## config.mk

```make
export PLATFORM = sky130hd
export DESIGN_NAME = pdm_dual_xmit
export DESIGN_NICKNAME = d
export VERILOG_FILES = /design/src/rtl/pdm_dual_xmit.sv
export SDC_FILE = /design/constraint.sdc
export NUM_CORES = 1
export LEC_CHECK = 0
export ABC_AREA = 0
export BUFFER_PORTS_ARGS = -buffer_cell sky130_fd_sc_hd__buf_2
export CAP_MARGIN = 40
export CORE_ASPECT_RATIO = 2
export CORE_UTILIZATION = 54
export CTS_CLUSTER_DIAMETER = 30
export DETAILED_ROUTE_END_ITERATION = 16
export PLACE_DENSITY = 0.76
export SLEW_MARGIN = 20
export SYNTH_ARGS = -nofsm -noshare
export SYNTH_HDL_FRONTEND = slang
export SYNTH_SLANG_ARGS = --single-unit
```

## constraint.sdc

```tcl
create_clock -name clk -period 3.4 [get_ports clk]
set_input_delay 0.17 -clock clk [delete_from_list [all_inputs] [get_ports clk]]
set_output_delay 0.17 -clock clk [all_outputs]
set_load 0.05 [all_outputs]
```

## src/rtl/pdm_dual_xmit.sv

```systemverilog
// Stereo PDM source: emulates two PDM microphones sharing one data line.
// PCM pairs arrive over valid/ready into a one-deep holding buffer, are
// loaded into the active registers once per PCM period, and each channel
// runs a first-order sigma-delta modulator. The left bit is driven during
// the pdm_clk high phase and the right bit during the low phase.
module pdm_dual_xmit #(
    parameter int WIDTH       = 16,
    parameter int DECIM       = 64,
    parameter int SYNC_STAGES = 2
) (
    input  logic             clk,
    input  logic             rst,
    input  logic             enable,
    input  logic             mode,
    input  logic             pdm_clk,
    input  logic [WIDTH-1:0] sample_l,
    input  logic [WIDTH-1:0] sample_r,
    input  logic             sample_valid,
    output logic             sample_ready,
    output logic             pdm_data,
    output logic             pdm_oe,
    output logic             underrun
);

    localparam int CW = $clog2(DECIM);
    localparam logic [CW-1:0] CNT_ZERO = CW'(0);
    localparam logic [CW-1:0] CNT_ONE  = CW'(1);

    // One modulator step: offset-binary sample added to the accumulator,
    // carry out is the PDM bit, low WIDTH bits are the new accumulator.
    function automatic logic [WIDTH:0] mod_step(
        input logic [WIDTH-1:0] acc,
        input logic [WIDTH-1:0] smp
    );
        logic [WIDTH-1:0] u;
        u = {~smp[WIDTH-1], smp[WIDTH-2:0]};
        return {1'b0, acc} + {1'b0, u};
    endfunction

    logic [SYNC_STAGES-1:0] sync_r;
    logic                   hist_r;
    logic                   rise_s;
    logic                   fall_s;

    logic                   hold_full_r;
    logic [WIDTH-1:0]       hold_l_r;
    logic [WIDTH-1:0]       hold_r_r;
    logic                   sample_ready_r;

    logic [WIDTH-1:0]       act_l_r;
    logic [WIDTH-1:0]       act_r_r;
    logic [WIDTH-1:0]       acc_l_r;
    logic [WIDTH-1:0]       acc_r_r;
    logic [CW-1:0]          cnt_r;
    logic                   armed_r;

    logic                   pdm_data_r;
    logic                   pdm_oe_r;
    logic                   underrun_r;

    logic                   load_s;
    logic                   take_s;
    logic                   xfer_s;
    logic                   hold_full_nxt_s;
    logic [WIDTH-1:0]       cur_l_s;
    logic [WIDTH-1:0]       cur_r_s;
    logic [WIDTH:0]         sum_l_s;
    logic [WIDTH:0]         sum_r_s;

    // Synchronize pdm_clk into clk and keep one history flop for edges.
    always_ff @(posedge clk) begin
        if (rst) begin
            sync_r <= {SYNC_STAGES{1'b0}};
            hist_r <= 1'b0;
        end else begin
            sync_r <= {sync_r[SYNC_STAGES-2:0], pdm_clk};
            hist_r <= sync_r[SYNC_STAGES-1];
        end
    end

    assign rise_s = sync_r[SYNC_STAGES-1] & ~hist_r;
    assign fall_s = ~sync_r[SYNC_STAGES-1] & hist_r;

    // A load step takes the holding buffer only if it is full; a pair
    // arriving in the same cycle refills it, so nothing is lost.
    assign load_s          = rise_s & enable & (cnt_r == CNT_ZERO);
    assign take_s          = load_s & hold_full_r;
    assign xfer_s          = sample_valid & sample_ready_r;
    assign hold_full_nxt_s = (hold_full_r & ~take_s) | xfer_s;
    assign cur_l_s         = take_s ? hold_l_r : act_l_r;
    assign cur_r_s         = take_s ? hold_r_r : act_r_r;
    assign sum_l_s         = mod_step(acc_l_r, cur_l_s);
    assign sum_r_s         = mod_step(acc_r_r, act_r_r);

    // Holding buffer and registered ready flag.
    always_ff @(posedge clk) begin
        if (rst) begin
            hold_full_r    <= 1'b0;
            hold_l_r       <= {WIDTH{1'b0}};
            hold_r_r       <= {WIDTH{1'b0}};
            sample_ready_r <= 1'b1;
        end else begin
            hold_full_r    <= hold_full_nxt_s;
            sample_ready_r <= ~hold_full_nxt_s;
            if (xfer_s) begin
                hold_l_r <= sample_l;
                hold_r_r <= sample_r;
            end
        end
    end

    // Period counter, sample load, modulators and the registered line drive.
    always_ff @(posedge clk) begin
        if (rst) begin
            act_l_r    <= {WIDTH{1'b0}};
            act_r_r    <= {WIDTH{1'b0}};
            acc_l_r    <= {WIDTH{1'b0}};
            acc_r_r    <= {WIDTH{1'b0}};
            cnt_r      <= CNT_ZERO;
            armed_r    <= 1'b0;
            pdm_data_r <= 1'b0;
            pdm_oe_r   <= 1'b0;
            underrun_r <= 1'b0;
        end else begin
            underrun_r <= 1'b0;
            if (!enable) begin
                // Release the line; modulators and counter freeze, and the
                // next fall is ignored until a rise re-arms the right phase.
                pdm_data_r <= 1'b0;
                pdm_oe_r   <= 1'b0;
                armed_r    <= 1'b0;
            end else if (rise_s) begin
                cnt_r <= cnt_r + CNT_ONE;
                if (load_s) begin
                    act_l_r    <= cur_l_s;
                    act_r_r    <= cur_r_s;
                    underrun_r <= ~hold_full_r;
                end
                acc_l_r    <= sum_l_s[WIDTH-1:0];
                pdm_data_r <= sum_l_s[WIDTH];
                pdm_oe_r   <= 1'b1;
                armed_r    <= 1'b1;
            end else if (fall_s && armed_r) begin
                if (mode) begin
                    acc_r_r    <= sum_r_s[WIDTH-1:0];
                    pdm_data_r <= sum_r_s[WIDTH];
                    pdm_oe_r   <= 1'b1;
                end else begin
                    pdm_data_r <= 1'b0;
                    pdm_oe_r   <= 1'b0;
                end
            end
        end
    end

    assign sample_ready = sample_ready_r;
    assign pdm_data     = pdm_data_r;
    assign pdm_oe       = pdm_oe_r;
    assign underrun     = underrun_r;

endmodule

```

After elaboration in Yosys (flattened, before gate mapping). Index checks and enable logic that the tools add are counted.

Output and inout port bits: 4. Register bits after elaboration: 111. Input bits: 38.

Bitwise logic cells: 18. Reduce and logical (&&, ||, !) cells: 9. Add/subtract/negate cells: 3. Multiplexer cells: 7.

Operator list (count): adder 16 x 16 -> 17 bit (2); two-way mux 16 bit (1); inverter 1 bit (10); AND reduction 4 bit (2); bitwise AND 1 bit (7); adder 6 x 1 -> 6 bit, second input constant (1); logical NOT 6 bit (1); two-way mux 1 bit (6); OR reduction 4 bit (1); AND reduction 3 bit (1); AND reduction 2 bit (1); nonzero test 2 bit (1); OR reduction 2 bit (1); logical AND 1 bit (1); bitwise OR 1 bit (1).

Longest topological paths before layout. Gate-level depths: netlist of run 1.

Depth after elaboration: 9. Depth in mapped cells: 14.

Worst setup path before layout of run 1. No wires, ideal clock.

Kind: register -> register. From: register hist_r. To: register acc_l_r[12]. Library setup time: 117 ps. Path buffers: 2. Path slack: 237 ps. Clock period less this slack: 3163 ps. Data arrival time: 3045 ps. Cell stages (with the launch flop): 15. Cells stage by stage: dfxtp_1 and2b_2 and2_1 buf_4 nand4_4 buf_6 mux2_4 ha_1 fa_1 a21oi_1 o21ai_1 nand4_1 a21oi_1 or3_1 a32o_1.

Cells in the longest elaborated chain, start to end: 7.

RTL lines: from (decl) (line 41) `logic hist_r;`; from (signal assigned) (line 77) `hist_r <= sync_r[SYNC_STAGES-1];`; inverter 1 bit (line 81) `assign rise_s = sync_r[SYNC_STAGES-1] & ~hist_r;`; bitwise AND 1 bit (line 81); bitwise AND 1 bit (2 in series) (line 86) `assign load_s = rise_s & enable & (cnt_r == CNT_ZERO);`; bitwise AND 1 bit (line 87) `assign take_s = load_s & hold_full_r;`; two-way mux 16 bit (line 90) `assign cur_l_s = take_s ? hold_l_r : act_l_r;`; net cur_l_s[0] (line 65) `logic [WIDTH-1:0] cur_l_s;`; adder 16 x 16 -> 17 bit (line 37) `return {1'b0, acc} + {1'b0, u};`; to (signal assigned) (line 117) `acc_l_r <= {WIDTH{1'b0}};`; to (signal assigned) (line 139) `acc_l_r <= sum_l_s[WIDTH-1:0];`; to (decl) (line 52) `logic [WIDTH-1:0] acc_l_r;`.

The timed path passes the listed nets, and every way through them passes these cells. A chain may end at the register's enable or synchronous reset.

Final worst setup path of run 1.
From: register cnt_r[5]. To: register acc_l_r[14].

Cells in the longest elaborated chain, start to end: 5.

RTL lines: from (decl) (line 54) `logic [CW-1:0] cnt_r;`; from (signal assigned) (line 133) `cnt_r <= cnt_r + CNT_ONE;`; logical NOT 6 bit (line 86); bitwise AND 1 bit (line 86); bitwise AND 1 bit (line 87); two-way mux 16 bit (line 90); net cur_l_s[0] (line 65); adder 16 x 16 -> 17 bit (line 37).

The timed path passes the listed nets, and every way through them passes these cells.

==> reports/results.ini, run 1 <==
[job]
cap_viol_max_count=0

[layout]
nets=758
finalInstanceArea_um2=6210
diodes=0
final_common_cell=nand2_1
drive_gt1_share_pct=14.4
fill_cells=871
final_cell_mix=nand2_1, dfxtp_1, a21oi_1
area_growth_pct=12.4

[yosys]
ys_ff_latch=111
ys_types=65
synth_area_um2=5530
syn_nets=725
syn_area_per_cell_um2=8.49
async_flop_share_pct=0
synthCells=651
ys.flop_type=dfxtp_1
synth_edf_count=0
ys_seq_area_share_pct=40.2
yosysWarnings=0

[placed_design]
gp_congestion=0.857
port_buffers=41
dp_slack_ns=0.00565
dpl.hpwl_mm=9.70
placed_cell_area_um2=5840

[timing]
whs_ns=0.0230
fin_crit_sh_pct=95.1
relSlewSlack_pct=48.0
min_period_ns=3.23
drv_slew=0
timing_worst_slew_pin_value_ns=0.780
hold_violations=0
finalWorstSetupSlack_ns=0.168
fmax_mhz=309
setup_violations=0
setup_tns_ns=0
skew_ns=0.00835

[clocking]
clk_pin_slew_ns=0.08
numCtsBuffers=9
cts_buffer_depth=2
htree_levels=3
cts_tree=built
cts.sinks=111
insertion_delay_ns=0.35
cts.root.buffer_cell=clkbuf_16

[grt]
gr-total-overflow=0
antenna_found_initial=0
grt_start_max_net_pins=65
grt_pass1_vias=4749
grt_first_pass_wirelength_mm=21.8
grt.total_usage_pct=26.4

[power_and_ir_drop]
seq_power_share_pct=51.8
combPwrFrac_pct=5.3
ir_worst_vdd_v=0.000323
intPower_mw=1.99
swShare_pct=23.6
clkPwrFrac_pct=42.9
totalPowerFinal_mw=2.60
p_per_area_nw_per_um2=419
p_leak_nw=2.69
p_sw_mw=0.615

[route]
route.met3.wl_um=337
drt_wl_total_mm=13.2
drtIter0Drc=280
highest_layer=met4
via_per_inst=5.77
vias=4738
drt-pass1-iter-count=4
met2_length_mm=7.31
wl_per_cell_um=16.1
drt_drc_violations_left=0
drtAntennaViolNets=0
wl_met1_mm=4.76

[worst_setup_path]
cpPeakStageDelay_ns=0.44
end_kind=flip-flop
r2r_setup_slack_ns=0.17
worstPathCellList=nor4_4, nand4_4, mux2_4, ha_1, fa_1, a21oi_2, o21ai_1, nand4_1, a21boi_1, or3_1, a32o_1
cp-startpoint=cnt_r[5]$_SDFFE_PP0P_
worstPathRequired_ns=3.64
critPathMaxFanout=6
slowest_stage=fa_1
critical_path.top_delay_family=simple AND/OR/NAND/NOR gates
arrival_ns=3.47
cp-start-kind=flip-flop
cp_num_buf_inv=0
critPathKind=flip-flop to flip-flop
worstReg2RegStart=cnt_r[5]$_SDFFE_PP0P_

[outcome]
status=finished, final reports clean

[worst_hold_path]
hp-class=input pin to flip-flop
hold_start=pdm_clk

[floorplanning]
die_w_um=73.5
dieArea_um2=10700
rows=51
ios=42
coreArea_um2=9830
initial_utilization_pct=56.2
die_h_um=145

final timing paths:
| kind | endpoint | depth (start not counted) |
|---|---|---|
| setup / recovery | acc_l_r[14]$_SDFFE_PP0P_ | 11 |
| hold / removal | sync_r[0]$_SDFF_PP0_ | 2 |
| setup reg to reg | acc_l_r[14]$_SDFFE_PP0P_ | 11 |
| hold reg to reg | sync_r[1]$_SDFF_PP0_ | 1 |
power groups by stage:
stage	Clock (mW)	Combinational (mW)	Sequential, mW
floorplan	0	0.0839	1.38
global placement	0	0.131	1.38
detailed placement	0	0.137	1.38
CTS	1.13	0.138	1.35
global route	1.18	0.153	1.35
finish	1.12	0.137	1.35
through the flow:
stage | cells | util [%]
finish | 821 | 63.2
global route | 821 | 63.2
CTS | 818 | 62.8
detailed placement | 802 | 59.4
global placement | 801 | 59.3
floorplan | 651 | -
synth_stat cells (all sizes together), types with 12 or more instances:
cell | n | area share [%]
nand3 | 13 | 1.2
a21o | 13 | 1.8
xnor2 | 12 | 1.9
dfxtp | 111 | 40
clkbuf | 20 | 1.4
and2 | 17 | 1.9
a21oi | 93 | 8.5
mux2 | 15 | 3.9
o21ai | 21 | 1.9
ha | 34 | 7.7
nand2 | 146 | 9.9
nor2 | 25 | 1.7
metal layers:
layer  global-route usage, %  vias up
met3                    3.96       49
met1                    26.5     2246
li1                        -     2342
met5                       0        -
met2                    48.6      101
met4                    15.6        0
sequential cells by signal (all words and copies together), names as in the netlist:
name	flops
act_l_r	16
armed_r	1
sync_r	2
sample_ready	1
hold_l_r	16
hold_r_r	16
acc_r_r	16
underrun	1
acc_l_r	16
pdm_oe	1
hold_full_r	1
cnt_r	6
pdm_data	1
act_r_r	16
hist_r	1
kinds of logic after synthesis:
group / share of synthesized area, %
XOR/XNOR: 3.01
AO/OA/AOI/OAI: 20.4
flip-flops: 40.2
multiplexers: 4.23
buffers and inverters: 3.24
AND/OR/NAND/NOR: 20.5
adder cells (fa/ha/maj): 8.42
final cells by class:
class	instances	area, µm²	share of cell area, %
Sequential cell	111	2220	35.8
Inverter	11	41.3	0.665
Clock buffer	10	239	3.85
Multi-Input combinational cell	499	3150	50.8
Clock inverter	6	82.6	1.33
Timing Repair Buffer	52	308	4.96
Tap cell	132	165	2.66
what timing repair did:
action,4_1_cts,5_1_grt
pin swaps,0,1
gates resized for setup,1,4
endpoints found under the setup margin,3,3
endpoints found under the hold margin,0,0
buffers inserted,0,3
hold buffers,0,0
gates cloned,0,0
Power figures use the tool's default switching activity.
==> run 2, diff against run 1 <==
--- a/config.mk
+++ b/config.mk
@@ -12,6 +12,7 @@
 export CORE_UTILIZATION = 54
 export CTS_CLUSTER_DIAMETER = 30
 export DETAILED_ROUTE_END_ITERATION = 16
+export MAX_ROUTING_LAYER = met4
 export PLACE_DENSITY = 0.76
 export SLEW_MARGIN = 20
 export SYNTH_ARGS = -nofsm -noshare
==> constraint.sdc (replaced) <==
create_clock -name clk -period 3.4 [get_ports clk]
set_input_delay 0.34 -clock clk [delete_from_list [all_inputs] [get_ports clk]]
set_output_delay 0.34 -clock clk [all_outputs]
set_load 0.05 [all_outputs]
==> run 2 against run 1 <==
Clock power barely moved. Register-to-register slack got worse by 0.03 ns. Via count did not move. Sequential share of layout area fell by 0.086 points. Maximum frequency fell by 0.87%. Worst setup slack got worse by 0.028 ns. Combinational power rose by 3%. Sequential cell count did not move. Critical path depth did not move. Sequential power barely moved. Global-route usage rose by 1.2 points. Non-clock buffer count fell by 1.
==> reports/results.ini, run 2 (synthesized netlist as in run 1, its figures left out) <==
[outcome]
status=finished, final reports clean

[power_and_ir_drop]
p_leak_nw=2.69  ; +0.17%
p_per_area_nw_per_um2=417  ; -0.34%
totalPowerFinal_mw=2.60  ; about the same
ir_worst_vdd_v=0.000270  ; -16%

[timing]
relSlewSlack_pct=48.1  ; +0.13 points
skew_ns=0.00868  ; +0.000329 ns
drv_slew=0  ; unchanged
setup_tns_ns=0  ; unchanged
fmax_mhz=307  ; -0.87%
finalWorstSetupSlack_ns=0.139  ; -0.0284 ns
hold_violations=0  ; unchanged
setup_violations=0  ; unchanged
fin_crit_sh_pct=95.9  ; +0.83 points
min_period_ns=3.26  ; +0.0284 ns
timing_worst_slew_pin_value_ns=0.778  ; -0.00198 ns

[floorplanning]
rows=51  ; unchanged
die_w_um=73.5  ; unchanged
ios=42  ; unchanged
coreArea_um2=9830  ; unchanged
dieArea_um2=10700  ; unchanged
initial_utilization_pct=56.2  ; unchanged
die_h_um=145  ; unchanged

[layout]
final_cell_mix=nand2_1, dfxtp_1, a21oi_1
seqCellArea_um2=2220  ; unchanged
final_core_util_pct=63.3  ; +0.15 points
diodes=0  ; unchanged
multi_input_area_um2=3150  ; about the same
nets=757  ; -0.13%
finalNonFillerCells=820  ; -0.12%
fill_cells=902  ; +3.6%
drive_gt1_share_pct=14.2  ; -0.12 points
final_common_cell=nand2_1
area_growth_pct=12.7

[worst_setup_path]
r2r_setup_slack_ns=0.14  ; -0.03 ns
worstPathRequired_ns=3.64  ; about the same
end_kind=flip-flop
critPathMaxFanout=7  ; +1
arrival_ns=3.50  ; +0.03 ns
critPathKind=flip-flop to flip-flop
cp-start-kind=flip-flop

[clocking]
clk_pin_slew_ns=0.07  ; about the same
cts_hold_buf=0  ; unchanged
cts.root.buffer_cell=clkbuf_16
cts.sinks=111  ; unchanged
numCtsBuffers=9  ; unchanged
insertion_delay_ns=0.35  ; about the same
cts_tree=built
cts_buffer_depth=2  ; unchanged
htree_levels=3  ; unchanged

[grt]
grt.total_usage_pct=27.6  ; +1.2 points
gr-total-overflow=0  ; unchanged
grt_first_pass_wirelength_mm=22.3  ; +2.4%
grt_start_max_net_pins=79  ; +22%
grt_pass1_vias=4975  ; +4.8%
antenna_found_initial=0  ; unchanged

[route]
wl_per_cell_um=16.2  ; +0.98%
via_per_inst=5.78  ; +0.12%
drt_drc_violations_left=0  ; unchanged
drtAntennaViolNets=0  ; unchanged
vias=4738  ; unchanged
drt_wl_total_mm=13.3  ; +0.86%
drt-pass1-iter-count=5  ; +1
drtIter0Drc=282  ; +0.71%

[worst_hold_path]
hp-class=input pin to flip-flop

[placed_design]
dp_slack_ns=-0.141  ; -0.147 ns
place_inst=802  ; unchanged
gp_congestion=0.898  ; +4.8%
port_buffers=41  ; unchanged
dpl.hpwl_mm=9.94  ; +2.4%

[job]
cap_viol_max_count=0  ; unchanged

## run 2: timing repair
action	CTS	global route
gates resized for setup	0	8
setup endpoints to repair	4	5
buffers inserted	2	0
pin swaps	1	0
## run 2: worst max-delay path, cell delays in order, from the launching register on
cell,delay [ns]
dfxtp_1,0.37
nor4_4,0.36
nand4_4,0.19
buf_4,0.24
mux2_4,0.31
ha_1,0.37
a21oi_1,0.18
o21ai_0,0.17
a31oi_2,0.27
a21oi_1,0.12
or3_1,0.33
a32o_1,0.26
## run 2: path summary, 6_finish.rpt
kind                                          startpoint                  endpoint  cells after the start
worst max-delay path               cnt_r[2]$_SDFFE_PP0P_  acc_l_r[12]$_SDFFE_PP0P_                     11
worst min-delay path                             pdm_clk      sync_r[0]$_SDFF_PP0_                      2
worst max register to register     cnt_r[2]$_SDFFE_PP0P_  acc_l_r[12]$_SDFFE_PP0P_                     11
worst min register to register  hold_r_r[2]$_SDFFE_PP0P_   act_r_r[2]$_SDFFE_PP0P_                      2
## run 2: cell type report
type / count / area share (%)
clock buffers: 10 / 3.84
multi-input cells: 499 / 50.7
flip-flops and latches: 111 / 35.7
clock inverters: 6 / 1.35
repair buffers: 51 / 5.13
well taps: 132 / 2.65
inverters: 11 / 0.663
## run 2: through the flow
stage	hold WS, ns	area [µm²]
floorplan	0.414	5530
global placement	0.429	5800
detailed placement	0.446	5850
CTS	0.196	6190
global route	0.222	6220
finish	0.199	6220
## run 2: metal layers
layer | up-vias | global-route usage (%) | part of all wire (%)
met5 | - | - | 0
met4 | 0 | 19.3 | 6.1
met3 | 47 | 3.33 | 2.7
met2 | 123 | 50.4 | 57
met1 | 2221 | 24.9 | 35
li1 | 2347 | - | -
## run 2: power by group
part	internal (mW)	total [mW]	switching, mW
Clock	0.611	1.11	0.499
Combinational	0.0539	0.141	0.0872
Sequential	1.33	1.35	0.0182
==> run 3, diff against run 2 <==
--- a/config.mk
+++ b/config.mk
@@ -8,12 +8,13 @@
 export ABC_AREA = 0
 export BUFFER_PORTS_ARGS = -buffer_cell sky130_fd_sc_hd__buf_2
 export CAP_MARGIN = 40
-export CORE_ASPECT_RATIO = 2
 export CORE_UTILIZATION = 54
+export CTS_BUF_LIST = sky130_fd_sc_hd__clkbuf_16
 export CTS_CLUSTER_DIAMETER = 30
 export DETAILED_ROUTE_END_ITERATION = 16
 export MAX_ROUTING_LAYER = met4
 export PLACE_DENSITY = 0.76
+export REMOVE_ABC_BUFFERS = 1
 export SLEW_MARGIN = 20
 export SYNTH_ARGS = -nofsm -noshare
 export SYNTH_HDL_FRONTEND = slang
==> run 3 against run 2 <==
Wire length is 10% lower. Critical path type unchanged. Largest cell class unchanged. Sequential power is essentially flat. Global-route usage down 2.5 points. Via count decreased by 3.2%.
==> reports/results.ini, run 3 (synthesized netlist as in run 1, its figures left out) <==
[worst_hold_path]
hp-class=input pin to flip-flop
min_to=hold_l_r[3]$_SDFFE_PP0P_
hold_depth=3  ; +1
hold_start=sample_l[3]

[power_and_ir_drop]
p_leak_nw=2.69  ; about the same
ir_worst_vdd_v=0.000234  ; -13%
p_per_area_nw_per_um2=422  ; +1.2%

[layout]
drive_gt1_share_pct=14.5  ; +0.27 points
area_growth_pct=12.3
nets=758  ; +0.13%
diodes=0  ; unchanged
final_cell_mix=nand2_1, dfxtp_1, a21oi_1
final_common_cell=nand2_1
finalInstanceArea_um2=6210  ; -0.28%

[grt]
grt_pass1_vias=4399  ; -12%
gr-total-overflow=0  ; unchanged
grt_start_max_net_pins=60  ; -24%
antenna_found_initial=0  ; unchanged
grt.total_usage_pct=25.1  ; -2.5 points
grt_first_pass_wirelength_mm=20.3  ; -8.9%

[floorplanning]
coreArea_um2=9860  ; +0.38%
ios=42  ; unchanged
die_w_um=103  ; +40%
initial_utilization_pct=56.0  ; -0.21 points
die_h_um=103  ; -29%
dieArea_um2=10600  ; -0.22%
rows=36  ; -29%

[worst_setup_path]
worstPathRequired_ns=3.66  ; +0.02 ns
slowest_stage=ha_2
cp-start-kind=flip-flop
end_kind=flip-flop
worstPathCellList=and2b_2, and2_2, nand4_4, buf_6, mux2_4, ha_2, a21oi_2, o21ai_1, nand4_1, buf_4, a21oi_1, o221ai_1, a221oi_1
critPathKind=flip-flop to flip-flop
arrival_ns=3.55  ; +0.05 ns
critical_path.top_delay_family=simple AND/OR/NAND/NOR gates
cp_num_buf_inv=2  ; +1
critical_path_depth=13  ; +2
timing.rr.end=pdm_data$_SDFFE_PP0P_
r2r_setup_slack_ns=0.11  ; -0.03 ns
worstRegToRegCells=13  ; +2
worstReg2RegStart=hist_r$_SDFF_PP0_
cpPeakStageDelay_ns=0.38  ; about the same
critPathMaxFanout=8  ; +1
cp-startpoint=hist_r$_SDFF_PP0_

[timing]
drv_slew=0  ; unchanged
skew_ns=0.0102  ; +0.00151 ns
timing_worst_slew_pin_value_ns=0.745  ; -0.0334 ns
relSlewSlack_pct=50.4  ; +2.2 points
fmax_mhz=304  ; -0.94%
fin_crit_sh_pct=96.8  ; +0.91 points
hold_violations=0  ; unchanged
min_period_ns=3.29  ; +0.0311 ns
setup_violations=0  ; unchanged
finalWorstSetupSlack_ns=0.108  ; -0.0311 ns

[clocking]
cts_hold_buf=0  ; unchanged
cts.root.buffer_cell=clkbuf_16
cts.sinks=111  ; unchanged
numCtsBuffers=9  ; unchanged
htree_levels=3  ; unchanged
insertion_delay_ns=0.35  ; about the same
clk_pin_slew_ns=0.08  ; about the same
cts_tree=built
cts_buffer_depth=2  ; unchanged

[placed_design]
dp_slack_ns=0.0527  ; +0.194 ns
port_buffers=41  ; unchanged
placed_cell_area_um2=5830  ; -0.45%
dpl.hpwl_mm=8.26  ; -17%
gp_congestion=0.934  ; +4.0%

[route]
drtIter0Drc=248  ; -12%
via_per_inst=5.58  ; -3.5%
drt-pass1-iter-count=5  ; unchanged
drt_wl_total_mm=11.9  ; -10%
wl_per_cell_um=14.5  ; -11%
drt_drc_violations_left=0  ; unchanged
vias=4585  ; -3.2%
drtAntennaViolNets=0  ; unchanged

[outcome]
status=finished, final reports clean

[job]
cap_viol_max_count=0  ; unchanged

==> run 3: cell types whose count changed in the layout (fill, tap and decap cells not counted), sizes merged <==
| cell | before | now |
|---|---|---|
| buf | 51 | 52 |
| clkbuf | 10 | 9 |
| clkinv | 1 | 3 |
| inv | 15 | 14 |
==> run 3: worst max path at each step <==
stage / to
5_1_grt: pdm_data$_SDFFE_PP0P_
2_1_floorplan: acc_l_r[12]$_SDFFE_PP0P_
6_report: pdm_data$_SDFFE_PP0P_
3_3_place_gp: acc_l_r[12]$_SDFFE_PP0P_
3_5_place_dp: acc_l_r[14]$_SDFFE_PP0P_
4_1_cts: acc_l_r[12]$_SDFFE_PP0P_
==> run 3: timing repair <==
| item | in CTS | in global routing |
|---|---|---|
| endpoints found under the setup margin | 0 | 4 |
| hold endpoints to repair | 0 | 0 |
| resized for setup | 0 | 8 |
| buffers inserted | 0 | 2 |
==> run 3: cell type report <==
cell class / count / area, µm²
clock inverter: 7 / 110
fill: 844 / 3660
tap: 133 / 166
clock buffer: 9 / 225
sequential: 111 / 2220
inverter: 11 / 41.3
multi-input combinational: 499 / 3150
timing repair buffer: 52 / 292
==> run 3: worst register-to-register path: cells and delay by family, from the launching register on <==
family | cells | cell delay [ns]
AO/OA/AOI/OAI | 5 | 0.86
flip-flops | 1 | 0.33
multiplexers | 1 | 0.32
adder cells (fa/ha/maj) | 1 | 0.38
buffers and inverters | 2 | 0.40
AND/OR/NAND/NOR | 4 | 0.91
==> run 3: metal layers <==
metal / GRT usage [%] / wire, µm
met5: - / 0
met4: 6.07 / 72
met3: 4.81 / 591
met2: 40.7 / 5620
met1: 32.3 / 5650
==> run 3: report_power, final <==
group | total [mW] | internal [mW] | switching [mW] | leakage (nW)
registers | 1.35 | 1.33 | 0.0176 | 0.900
clock network | 1.14 | 0.604 | 0.537 | 0.162
logic | 0.134 | 0.0483 | 0.0857 | 1.63
total | 2.62 | 1.98 | 0.640 | 2.69
==> run 3: per-stage QoR <==
stage / instances / hold slack [ns] / util, % / setup TNS [ns] / total power, mW
finish: 822 / 0.216 / 62.9 / 0 / 2.62
global route: 822 / 0.213 / 62.9 / -0.0505 / 2.72
CTS: 820 / 0.210 / 62.5 / 0 / 2.65
detailed placement: 804 / 0.442 / 59.1 / 0 / 1.51
global placement: 804 / 0.439 / 59.1 / 0 / 1.51
floorplan: 621 / 0.409 / - / -0.620 / 1.44
